`config.mk`:
```
export PLATFORM = sky130hd
export DESIGN_NAME = mdu_ctrl
export DESIGN_NICKNAME = d
export VERILOG_FILES = /design/src/rtl/mdu_ctrl.sv
export SDC_FILE = /design/constraint.sdc
export NUM_CORES = 1
export LEC_CHECK = 0
export BUFFER_PORTS_ARGS = -buffer_cell sky130_fd_sc_hd__buf_2
export CAP_MARGIN = 0
export CORE_ASPECT_RATIO = 1.75
export CORE_MARGIN = 2
export CORE_UTILIZATION = 63
export CTS_BUF_LIST = sky130_fd_sc_hd__clkbuf_16
export CTS_CLUSTER_DIAMETER = 120
export CTS_CLUSTER_SIZE = 8
export DETAILED_ROUTE_END_ITERATION = 8
export GPL_TIMING_DRIVEN = 0
export PLACE_DENSITY = 0.82
export SYNTH_ARGS = -nofsm -noshare
export SYNTH_HDL_FRONTEND = slang
export SYNTH_SLANG_ARGS = --single-unit
```
`constraint.sdc`:
```
create_clock -name clk -period 11.2 [get_ports clk]
set_input_delay 1.12 -clock clk [delete_from_list [all_inputs] [get_ports clk]]
set_output_delay 1.12 -clock clk [all_outputs]
set_load 0.005 [all_outputs]
```
`src/rtl/mdu_ctrl.sv`:
```
// EX-stage multiply/divide controller: registered operands feed a multicycle multiplier path.
// Define MDU_DIV_EN to add the 32-step restoring unsigned divider (DIVU/REMU).
module mdu_ctrl #(
    parameter int unsigned MUL_LAT = 2
) (
    input  logic        clk,
    input  logic        rst,
    input  logic        flush,
    input  logic        req_valid,
    output logic        req_ready,
    input  logic [1:0]  req_op,
    input  logic [31:0] req_rs1,
    input  logic [31:0] req_rs2,
    output logic        resp_valid,
    input  logic        resp_ready,
    output logic [31:0] resp_data,
    output logic        busy
);

    localparam int unsigned CW = (MUL_LAT > 32) ? $clog2(MUL_LAT) : 5;
    localparam logic [1:0] OP_MUL  = 2'b00;
    localparam logic [1:0] OP_DIVU = 2'b01;
    localparam logic [1:0] OP_REMU = 2'b10;

`ifdef MDU_DIV_EN
    typedef enum logic [1:0] {S_IDLE, S_MUL, S_DIV, S_DONE} state_t;
`else
    typedef enum logic [1:0] {S_IDLE, S_MUL, S_DONE} state_t;
`endif

    state_t        state, state_nxt;
    logic [CW-1:0] cnt;
    logic [31:0]   op_a, op_b;
    logic [31:0]   mul_out;

    assign req_ready  = (state == S_IDLE) && !flush;
    assign busy       = (state != S_IDLE);
    assign resp_valid = (state == S_DONE);

    // op_a/op_b only change in IDLE, so this product is a multicycle path
    assign mul_out = op_a * op_b;

`ifdef MDU_DIV_EN
    logic        div_quo;
    logic [31:0] rem, dvd;
    logic [32:0] rem_sh;
    logic        ge;
    logic [31:0] rem_nxt, quo_nxt;

    // Partial remainder carries an extra bit so divisors above 2^31 compare correctly
    always_comb begin
        rem_sh  = {rem, dvd[31]};
        ge      = (rem_sh >= {1'b0, op_b});
        rem_nxt = ge ? 32'(rem_sh - {1'b0, op_b}) : rem_sh[31:0];
        quo_nxt = {dvd[30:0], ge};
    end
`endif

    always_ff @(posedge clk) begin
        if (rst) state <= S_IDLE;
        else     state <= state_nxt;
    end

    always_comb begin
        state_nxt = state;
        if (flush) begin
            state_nxt = S_IDLE;
        end else begin
            case (state)
                S_IDLE: begin
                    if (req_valid) begin
                        case (req_op)
                            OP_MUL:  state_nxt = S_MUL;
`ifdef MDU_DIV_EN
                            OP_DIVU,
                            OP_REMU: state_nxt = (req_rs2 == '0) ? S_DONE : S_DIV;
`endif
                            default: state_nxt = S_DONE;
                        endcase
                    end
                end
                S_MUL:   if (cnt == '0) state_nxt = S_DONE;
`ifdef MDU_DIV_EN
                S_DIV:   if (cnt == '0) state_nxt = S_DONE;
`endif
                S_DONE:  if (resp_ready) state_nxt = S_IDLE;
                default: state_nxt = S_IDLE;
            endcase
        end
    end

    // A flush freezes the datapath, so an aborted op never reaches resp_data
    always_ff @(posedge clk) begin
        if (rst) begin
            cnt       <= '0;
            op_a      <= '0;
            op_b      <= '0;
            resp_data <= '0;
`ifdef MDU_DIV_EN
            div_quo   <= 1'b0;
            rem       <= '0;
            dvd       <= '0;
`endif
        end else if (!flush) begin
            case (state)
                S_IDLE: begin
                    if (req_valid) begin
                        op_a <= req_rs1;
                        op_b <= req_rs2;
                        case (req_op)
                            OP_MUL: cnt <= CW'(MUL_LAT - 1);
                            OP_DIVU,
                            OP_REMU: begin
`ifdef MDU_DIV_EN
                                div_quo <= (req_op == OP_DIVU);
                                if (req_rs2 == '0) begin
                                    resp_data <= (req_op == OP_DIVU) ? 32'hFFFF_FFFF : req_rs1;
                                end else begin
                                    cnt <= CW'(31);
                                    rem <= '0;
                                    dvd <= req_rs1;
                                end
`else
                                resp_data <= '0;
`endif
                            end
                            default: resp_data <= '0;
                        endcase
                    end
                end
                S_MUL: begin
                    if (cnt == '0) resp_data <= mul_out;
                    else           cnt       <= cnt - CW'(1);
                end
`ifdef MDU_DIV_EN
                S_DIV: begin
                    rem <= rem_nxt;
                    dvd <= quo_nxt;
                    if (cnt == '0) resp_data <= div_quo ? quo_nxt : rem_nxt;
                    else           cnt       <= cnt - CW'(1);
                end
`endif
                default: ;
            endcase
        end
    end

endmodule

```
After elaboration in Yosys (flattened, before gate mapping)
Cells that the tools add are included.
{"block": "totals", "register_bits": 103}
{"block": "op_classes", "n_mul": 1, "add_sub_neg": 1, "n_reduce_logical": 12, "n_mux": 13, "n_bitwise": 1, "n_eq_ne": 8}
{"op": "2-to-1 mux 32 bit", "count": 3}
{"op": "case mux 32 bit (2 select lines)", "count": 1}
{"op": "multiplier 32 x 32 -> 32 bit", "count": 1}
{"op": "2-to-1 mux 5 bit", "count": 3}
{"op": "case mux 5 bit (2 select lines)", "count": 1}
{"op": "AND reduction 5 bit", "count": 2}
{"op": "2-to-1 mux 2 bit", "count": 4}
{"op": "inequality test 2 bit, second input constant", "count": 4}
{"op": "case mux 2 bit (3 select lines)", "count": 1}
{"op": "AND reduction 3 bit", "count": 2}
{"op": "logical NOT 5 bit", "count": 1}
{"op": "subtractor 5 x 1 -> 5 bit, second input constant", "count": 1}
{"op": "logical NOT 2 bit", "count": 2}
{"op": "inequality test 2 x 1 -> 1 bit, second input constant", "count": 2}
{"op": "nonzero test 2 bit", "count": 2}
{"op": "equality test 2 x 1 -> 1 bit, second input constant", "count": 1}
{"op": "equality test 2 bit, second input constant", "count": 1}
{"op": "OR reduction 2 bit", "count": 1}
{"op": "logical AND 1 bit", "count": 1}
{"op": "logical NOT 1 bit", "count": 1}
{"op": "NOT 1 bit", "count": 1}

Depth between registers and ports, before layout
Gate-level depths: netlist of run 1.
{"block": "logic_depth", "depth_word": 4, "depth_mapped": 26, "depth_no_buf": 24}

Least setup slack after synthesis of run 1
OpenSTA, ideal clock, no wires.
{"block": "synth_path", "path_type": "register -> register", "startpoint": "reg op_b[5]", "endpoint": "reg resp_data[31]", "setup_slack_ps": 4264, "t_arrival_ps": 6819, "path_buffers": 2, "setup_time_ps": 117, "period_less_slack_ps": 6936, "stages_incl_launch_ff": 25, "t_required_ps": 11083, "cell_sequence": "dfxtp_1 clkbuf_1 clkbuf_1 and2_1 fa_1 fa_1 fa_1 inv_1 fa_1 inv_1 fa_1 inv_1 fa_1 inv_1 fa_1 fa_1 ha_1 a21o_1 a21o_1 a21oi_1 a2bb2oi_1 a31oi_1 a2111oi_4 xnor2_1 a22o_1"}
{"block": "synth_between", "elab_chain_cells": 3}
{"element": "start, declared", "line": "33", "rtl": "logic [31:0] op_a, op_b;"}
{"element": "start signal, assigned", "line": "109", "rtl": "op_b <= req_rs2;"}
{"element": "multiplier 32 x 32 -> 32 bit", "line": "41", "rtl": "assign mul_out = op_a * op_b;"}
{"element": "2-to-1 mux 32 bit", "line": "132", "rtl": "if (cnt == '0) resp_data <= mul_out;"}
{"element": "case mux 32 bit (2 select lines)", "line": "105", "rtl": "case (state)"}
{"element": "end signal, assigned", "line": "132"}
{"element": "end, declared", "line": "16", "rtl": "output logic [31:0] resp_data,"}
No other way between the ends. The select of a mux whose other input is x is not followed.
A chain may end at the register's enable or synchronous reset.

Worst setup path after layout of run 1
{"block": "layout_path", "startpoint": "reg op_a[5]", "endpoint": "reg resp_data[31]"}
{"block": "layout_between", "elab_chain_cells": 3}
{"element": "start, declared", "line": "33"}
{"element": "start signal, assigned", "line": "108", "rtl": "op_a <= req_rs1;"}
{"element": "multiplier 32 x 32 -> 32 bit", "line": "41"}
{"element": "2-to-1 mux 32 bit", "line": "132"}
{"element": "case mux 32 bit (2 select lines)", "line": "105"}
No other way between the ends. The select of a mux whose other input is x is not followed.

==> flow_metrics.env, run 1 <==
export IMPL_status="complete, no violations"
export IMPL_fin_util_pct=67.9
export IMPL_r2r_start="op_a[5]"
export IMPL_fmax_ghz=0.117
export IMPL_cap_violations=0
export IMPL_start_kind="register"
export IMPL_grt_pass1_vias=17400
export IMPL_start_util_pct=63.5
export IMPL_cts_hold_buf=0
export IMPL_clock_root_buffer="clkbuf_16"
export IMPL_nets=2893
export IMPL_crit_family="adder cells"
export IMPL_slowest_delay_ps=820
export IMPL_grt_overflow_total=0
export IMPL_cts_made_buffers=9
export IMPL_clock_path_buffers=2
export IMPL_cp_slowest_cell="clkbuf_1"
export IMPL_ys_seq_area_share_pct=10.6
export IMPL_portBuffers=104
export IMPL_tns_ps=0
export IMPL_netlist_area_um2=19400
export IMPL_postRouteAntennaNets=0
export IMPL_setup_worst_path_class="register to register"
export IMPL_drv_slew=0
export IMPL_r2r_cells=25
export IMPL_critical_path_required_ps=11460
export IMPL_p_leak_uw=0.0101
export IMPL_async_flop_share_pct=0
export IMPL_syn_instance_count=2174
export IMPL_dp_hpwl_mm=50.8
export IMPL_post_drt_wl_per_cell_um=22.9
export IMPL_cts_clk_slew_worst_paths_ps=80
export IMPL_crit_buf_inv=7
export IMPL_placementRows=85
export IMPL_n_fill_cell=2394
export IMPL_finalCriticalPeriod_ps=8520
export IMPL_syn_area_per_cell_um2=8.91
export IMPL_hp_start="resp_data[29]"
export IMPL_clkLatencyLatePin_ps=370
export IMPL_drive_gt1_share_pct=5.93
export IMPL_holdPathStages=2
export IMPL_drtIter0Drc=1147
export IMPL_end_kind="register"
export IMPL_io_pins=106
export IMPL_antenna_found_initial=5
export IMPL_relSlewSlack_pct=16.5
export IMPL_ir_worst_vdd_v=0.000129
export IMPL_arrival_ps=8780
export IMPL_synth_edf_count=0
export IMPL_cts_setup_buffers=0
export IMPL_setup_violations=0
export IMPL_synthDistinctLibCells=55
export IMPL_dieArea_um2=32200
export IMPL_final_common_cell="fa_1"
export IMPL_hold_viol=0
export IMPL_ctsResizeCount=0
export IMPL_drc=0
export IMPL_synth_ff_type="dfxtp_1"
export IMPL_crit_fanout=10
export IMPL_r2r_end="resp_data[31]"
export IMPL_drt_wl_total_mm=61.5
export IMPL_grt_use_total_pct=40.7
export IMPL_grt_pass1_wl_mm=96.0
export IMPL_final_cell_mix="fa_1 (408), inv_1 (384), nand2_1 (368)"
export IMPL_htree_levels=3
export IMPL_rrSetupSlack_ps=2680
export IMPL_yosysWarnings=0
export IMPL_vias=15700
export IMPL_cts_sinks=103
export IMPL_fin_skew_ps=16.1
export IMPL_ys_seq_elements=103
export IMPL_rsz0062_at_grt="false"
export IMPL_drtPass1Iterations=6
export IMPL_holdPathEnd="resp_data[29]"
export IMPL_holdWs_ps=465
export IMPL_worst_slew_pin_slew_ps=1250
export IMPL_die_w_um=137
export IMPL_core_um2=30500
export IMPL_die_y_um=236
export IMPL_period_share_pct=76.1
export IMPL_grt_max_degree=22
export IMPL_viasPerCell=5.83
export IMPL_area_growth_synth_to_final_pct=6.88
export IMPL_cts_tree="done"
export IMPL_min_path_type="register to register"
export IMPL_synth_net_count=2778
export IMPL_place_gp_congestion=1.04
export IMPL_path_common_cell="fa_1"
export IMPL_powerDensity_nw_per_um2=51.6
[sequential cells by signal, summed over array words and instances, names as in the netlist]
register / flops
op_a: 32
op_b: 32
resp_data: 32
cnt: 5
state: 2
[worst max-delay path by stage]
stage	start	endpoint	slack [ps]	cells after the start
after floorplan	op_b[5]	resp_data[31]	4260	24
after global placement	op_a[5]	resp_data[31]	3010	26
after detailed placement	op_a[5]	resp_data[31]	2970	25
after CTS	op_a[5]	resp_data[31]	2890	26
after global routing	op_a[5]	resp_data[31]	2450	25
final	op_a[5]	resp_data[31]	2680	25
[worst register-to-register path: cells and delay by family (launching register included)]
kind | cells | cell delay [ps]
XOR/XNOR | 1 | 120
buffers and inverters | 7 | 1950
AO/OA/AOI/OAI | 7 | 1760
flip-flops | 1 | 320
adder cells (fa/ha/maj) | 9 | 4080
AND/OR/NAND/NOR | 1 | 180
[report_power, final]
| group | total (uW) | switching (uW) | leakage, uW | internal, uW |
|---|---|---|---|---|
| registers | 400 | 21.3 | 0.000837 | 378 |
| clock network | 323 | 163 | 0.000151 | 160 |
| logic | 346 | 229 | 0.00909 | 117 |
[cell usage after synthesis, types with 7 or more instances]
| cell type | n | area (um^2) |
|---|---|---|
| a211oi_1 | 7 | 52.6 |
| a21o_1 | 13 | 97.6 |
| a21oi_1 | 91 | 455 |
| a22oi_1 | 16 | 120 |
| and2_1 | 311 | 1950 |
| clkbuf_1 | 115 | 432 |
| dfxtp_1 | 103 | 2060 |
| fa_1 | 408 | 8170 |
| ha_1 | 125 | 1560 |
| inv_1 | 384 | 1440 |
| nand2_1 | 368 | 1380 |
| nand3_1 | 7 | 35.0 |
| nor2_1 | 42 | 158 |
| nor3_1 | 9 | 45.0 |
| o21a_1 | 7 | 52.6 |
| o21ai_0 | 11 | 55.1 |
| or3_1 | 7 | 43.8 |
| xnor2_1 | 59 | 517 |
| xor2_1 | 19 | 166 |
[routing by layer]
layer | vias up | part of all wire, % | wire [um] | track usage [%]
met5 | - | 0.021 | 13 | 0
met4 | 2 | 12 | 7080 | 35.4
met3 | 324 | 8.0 | 4890 | 8.49
met2 | 837 | 48 | 29800 | 66.6
met1 | 7823 | 32 | 19700 | 43.9
li1 | 6702 | - | - | -
[cells by family after synthesis]
group / synth area share (%)
flip-flops: 10.6
buffers and inverters: 9.89
adder cells (fa/ha/maj): 50.2
multiplexers: 0.0581
AND/OR/NAND/NOR: 19.5
XOR/XNOR: 3.64
AO/OA/AOI/OAI: 6.02
[metrics by stage]
step,power [uW],instance area (um^2),worst slack [ps],instances
finish,1070,20700,2680,2690
CTS,1060,20700,2890,2685
global placement,733,20400,3010,2669
detailed placement,738,20400,2970,2669
floorplan,599,19400,4260,2174
global route,1110,20700,2450,2686
[cell type report]
type | instances | area [um^2] | area share [%]
repair buffers | 104 | 520 | 2.51
clock inverters | 7 | 86.3 | 0.417
diodes | 5 | 12.5 | 0.0604
well taps | 391 | 489 | 2.36
inverters | 384 | 1440 | 6.96
multi-input cells | 1564 | 15400 | 74.4
flip-flops and latches | 103 | 2060 | 9.96
plain buffers | 123 | 475 | 2.30
clock buffers | 9 | 225 | 1.09
Power figures use the tool's default switching activity.
==> run 2: changes to the inputs <==
--- a/config.mk
+++ b/config.mk
@@ -9,13 +9,13 @@
 export CAP_MARGIN = 0
 export CORE_ASPECT_RATIO = 1.75
 export CORE_MARGIN = 2
-export CORE_UTILIZATION = 63
+export CORE_UTILIZATION = 58
 export CTS_BUF_LIST = sky130_fd_sc_hd__clkbuf_16
 export CTS_CLUSTER_DIAMETER = 120
 export CTS_CLUSTER_SIZE = 8
 export DETAILED_ROUTE_END_ITERATION = 8
 export GPL_TIMING_DRIVEN = 0
-export PLACE_DENSITY = 0.82
+export PLACE_DENSITY = 0.79
 export SYNTH_ARGS = -nofsm -noshare
 export SYNTH_HDL_FRONTEND = slang
 export SYNTH_SLANG_ARGS = --single-unit
==> constraint.sdc (replaced) <==
create_clock -name clk -period 7 [get_ports clk]
set_input_delay 0.7 -clock clk [delete_from_list [all_inputs] [get_ports clk]]
set_output_delay 0.7 -clock clk [all_outputs]
set_load 0.005 [all_outputs]
==> run 2 against run 1 <==
Sequential power rose by 62%. Total power rose by 69%. Die area rose by 8.4%. Sequential share of layout area fell by 0.095 points. Routed wire length rose by 3.2%. Clock-buffer cell count did not move. Clock power rose by 70%. Largest power group unchanged.
==> flow_metrics.env, run 2 (same netlist as run 1, synthesis figures left out) <==
export IMPL_status="complete, no violations"
export IMPL_hold_viol=0
export IMPL_r2r_cells=21
export IMPL_die_y_um=246
export IMPL_n_fill_cell=2598
export IMPL_cts_clk_slew_worst_paths_ps=80
export IMPL_fin_util_pct=66.1
export IMPL_critical_path_required_ps=7320
export IMPL_grt_pass1_wl_mm=96.3
export IMPL_clkLatencyLatePin_ps=380
export IMPL_holdPathStages=2
export IMPL_drtIter0Drc=1117
export IMPL_placementRows=88
export IMPL_htree_levels=3
export IMPL_finalCriticalPeriod_ps=6920
export IMPL_final_common_cell="fa_1"
export IMPL_rrSetupSlack_ps=80
export IMPL_arrival_ps=7240
export IMPL_cts_tree="done"
export IMPL_cts_made_buffers=9
export IMPL_viasPerCell=5.77
export IMPL_final_cell_mix="fa_1 (388), inv_1 (381), nand2_1 (367)"
export IMPL_grt_use_total_pct=37.8
export IMPL_n_antenna_cell=0
export IMPL_start_util_pct=58.9
export IMPL_grt_overflow_total=0
export IMPL_hp_start="resp_data[22]"
export IMPL_ir_worst_vdd_v=0.000186
export IMPL_clock_root_buffer="clkbuf_16"
export IMPL_postRouteAntennaNets=0
export IMPL_core_um2=32900
export IMPL_fin_cells=2728
export IMPL_path_common_cell="fa_1"
export IMPL_holdPathEnd="resp_data[22]"
export IMPL_multi_input_area_um2=15700
export IMPL_seqCellArea_um2=2150
export IMPL_cp_slowest_cell="fa_2"
export IMPL_dieArea_um2=34900
export IMPL_drt_wl_total_mm=63.4
export IMPL_die_w_um=142
export IMPL_grt_max_degree=21
export IMPL_place_gp_congestion=1.03
export IMPL_drtPass1Iterations=5
export IMPL_end_kind="register"
export IMPL_post_drt_wl_per_cell_um=23.2
export IMPL_min_path_type="register to register"
export IMPL_powerDensity_nw_per_um2=83.1
export IMPL_relSlewSlack_pct=25.0
export IMPL_dp_cells=2683
export IMPL_vias=15700
export IMPL_drive_gt1_share_pct=14.2
export IMPL_r2r_end="resp_data[30]"
export IMPL_crit_fanout=10
export IMPL_crit_chain="buf_6, and2_1, fa_1, inv_1, fa_1, fa_2, fa_1, inv_1, fa_1, fa_1, fa_1, fa_2, ha_4, a21o_1, a211oi_4, o31ai_2, a21oi_2, o31ai_4, a211oi_2, mux2_1, nand2_1"
export IMPL_portBuffers=104
export IMPL_cap_violations=0
export IMPL_io_pins=106
export IMPL_period_share_pct=98.9
export IMPL_fmax_ghz=0.145
export IMPL_nets=2922
export IMPL_cts_sinks=103
export IMPL_clock_path_buffers=2
export IMPL_fin_skew_ps=16.2
export IMPL_slowest_delay_ps=630
export IMPL_drv_slew=0
export IMPL_worst_slew_pin_slew_ps=1120
export IMPL_start_kind="register"
export IMPL_area_growth_synth_to_final_pct=12.4
export IMPL_antenna_found_initial=2
export IMPL_p_leak_uw=0.0106
export IMPL_setup_violations=0
export IMPL_drc=0
export IMPL_r2r_start="op_a[17]"
export IMPL_dp_hpwl_mm=51.5
export IMPL_rsz0062_at_grt="true"
export IMPL_largest_registers="op_a x32, op_b x32, resp_data x32"
export IMPL_grt_pass1_vias=17200
export IMPL_setup_worst_path_class="register to register"
## run 2: cell count changes in the layout (fill, tap and decap cells not counted), sizes merged
cell and change:
buf +71, clkinv -2, diode -5, bufinv +1, inv +1, clkbuf -42
## run 2: report_power, final
part	switching [uW]	total (uW)	leakage (uW)	internal, uW
registers	44.6	647	0.000856	603
logic	375	612	0.00959	238
clock network	260	549	0.000157	289
total	680	1810	0.0106	1130
## run 2: layout make-up
type                            count  share of cell area, %
Multi-Input combinational cell   1564                   72.0
Sequential cell                   103                   9.86
Inverter                          384                   6.62
Timing Repair Buffer              147                   3.91
Buffer                            109                   3.83
Tap cell                          405                   2.33
Clock buffer                        9                   1.03
Clock inverter                      7                  0.437
## run 2: worst max path at each step
stage	end	cells past startpoint	start	slack, ps
after floorplan	resp_data[31]	24	op_b[5]	60
after global placement	resp_data[31]	25	op_a[5]	-1240
after detailed placement	resp_data[31]	26	op_a[5]	-1300
after CTS	resp_data[29]	24	op_a[16]	0.5
after global routing	resp_data[29]	23	op_b[5]	-80
final	resp_data[30]	21	op_a[17]	80
## run 2: worst max-delay path: cells and delay by family (launching register included)
kind,cells,cell delay (ps)
muxes,1,360
and+or+nand+nor,2,210
DFF,1,390
adders and majority gates,9,4420
buffers and inverters,3,260
AOI/OAI and AO/OA,6,1180
## run 2: what timing repair did
item,in CTS,in global routing
setup endpoints to repair,19,12
hold buffers,0,0
pin swaps,16,41
setup buffers,27,16
gates resized for setup,178,144
## run 2: metal layers
layer	part of all wire (%)	track usage (%)	wire length [um]
met1	32	39.9	20200
met2	49	62.6	31000
met3	7.7	7.11	4860
met4	12	35.7	7350
met5	0.017	0	11
## run 2: per-stage QoR
step | total power (uW) | cell area [um^2] | setup WS [ps] | hold slack (ps) | setup TNS, ps
CTS | 1760 | 21400 | 0.512 | 465 | 0
global placement | 1170 | 20400 | -1240 | 436 | -11920
finish | 1810 | 21800 | 80.0 | 461 | 0
floorplan | 958 | 19400 | 64.3 | 437 | 0
detailed placement | 1180 | 20400 | -1300 | 445 | -13110
global route | 1870 | 21800 | -75.6 | 490 | -240
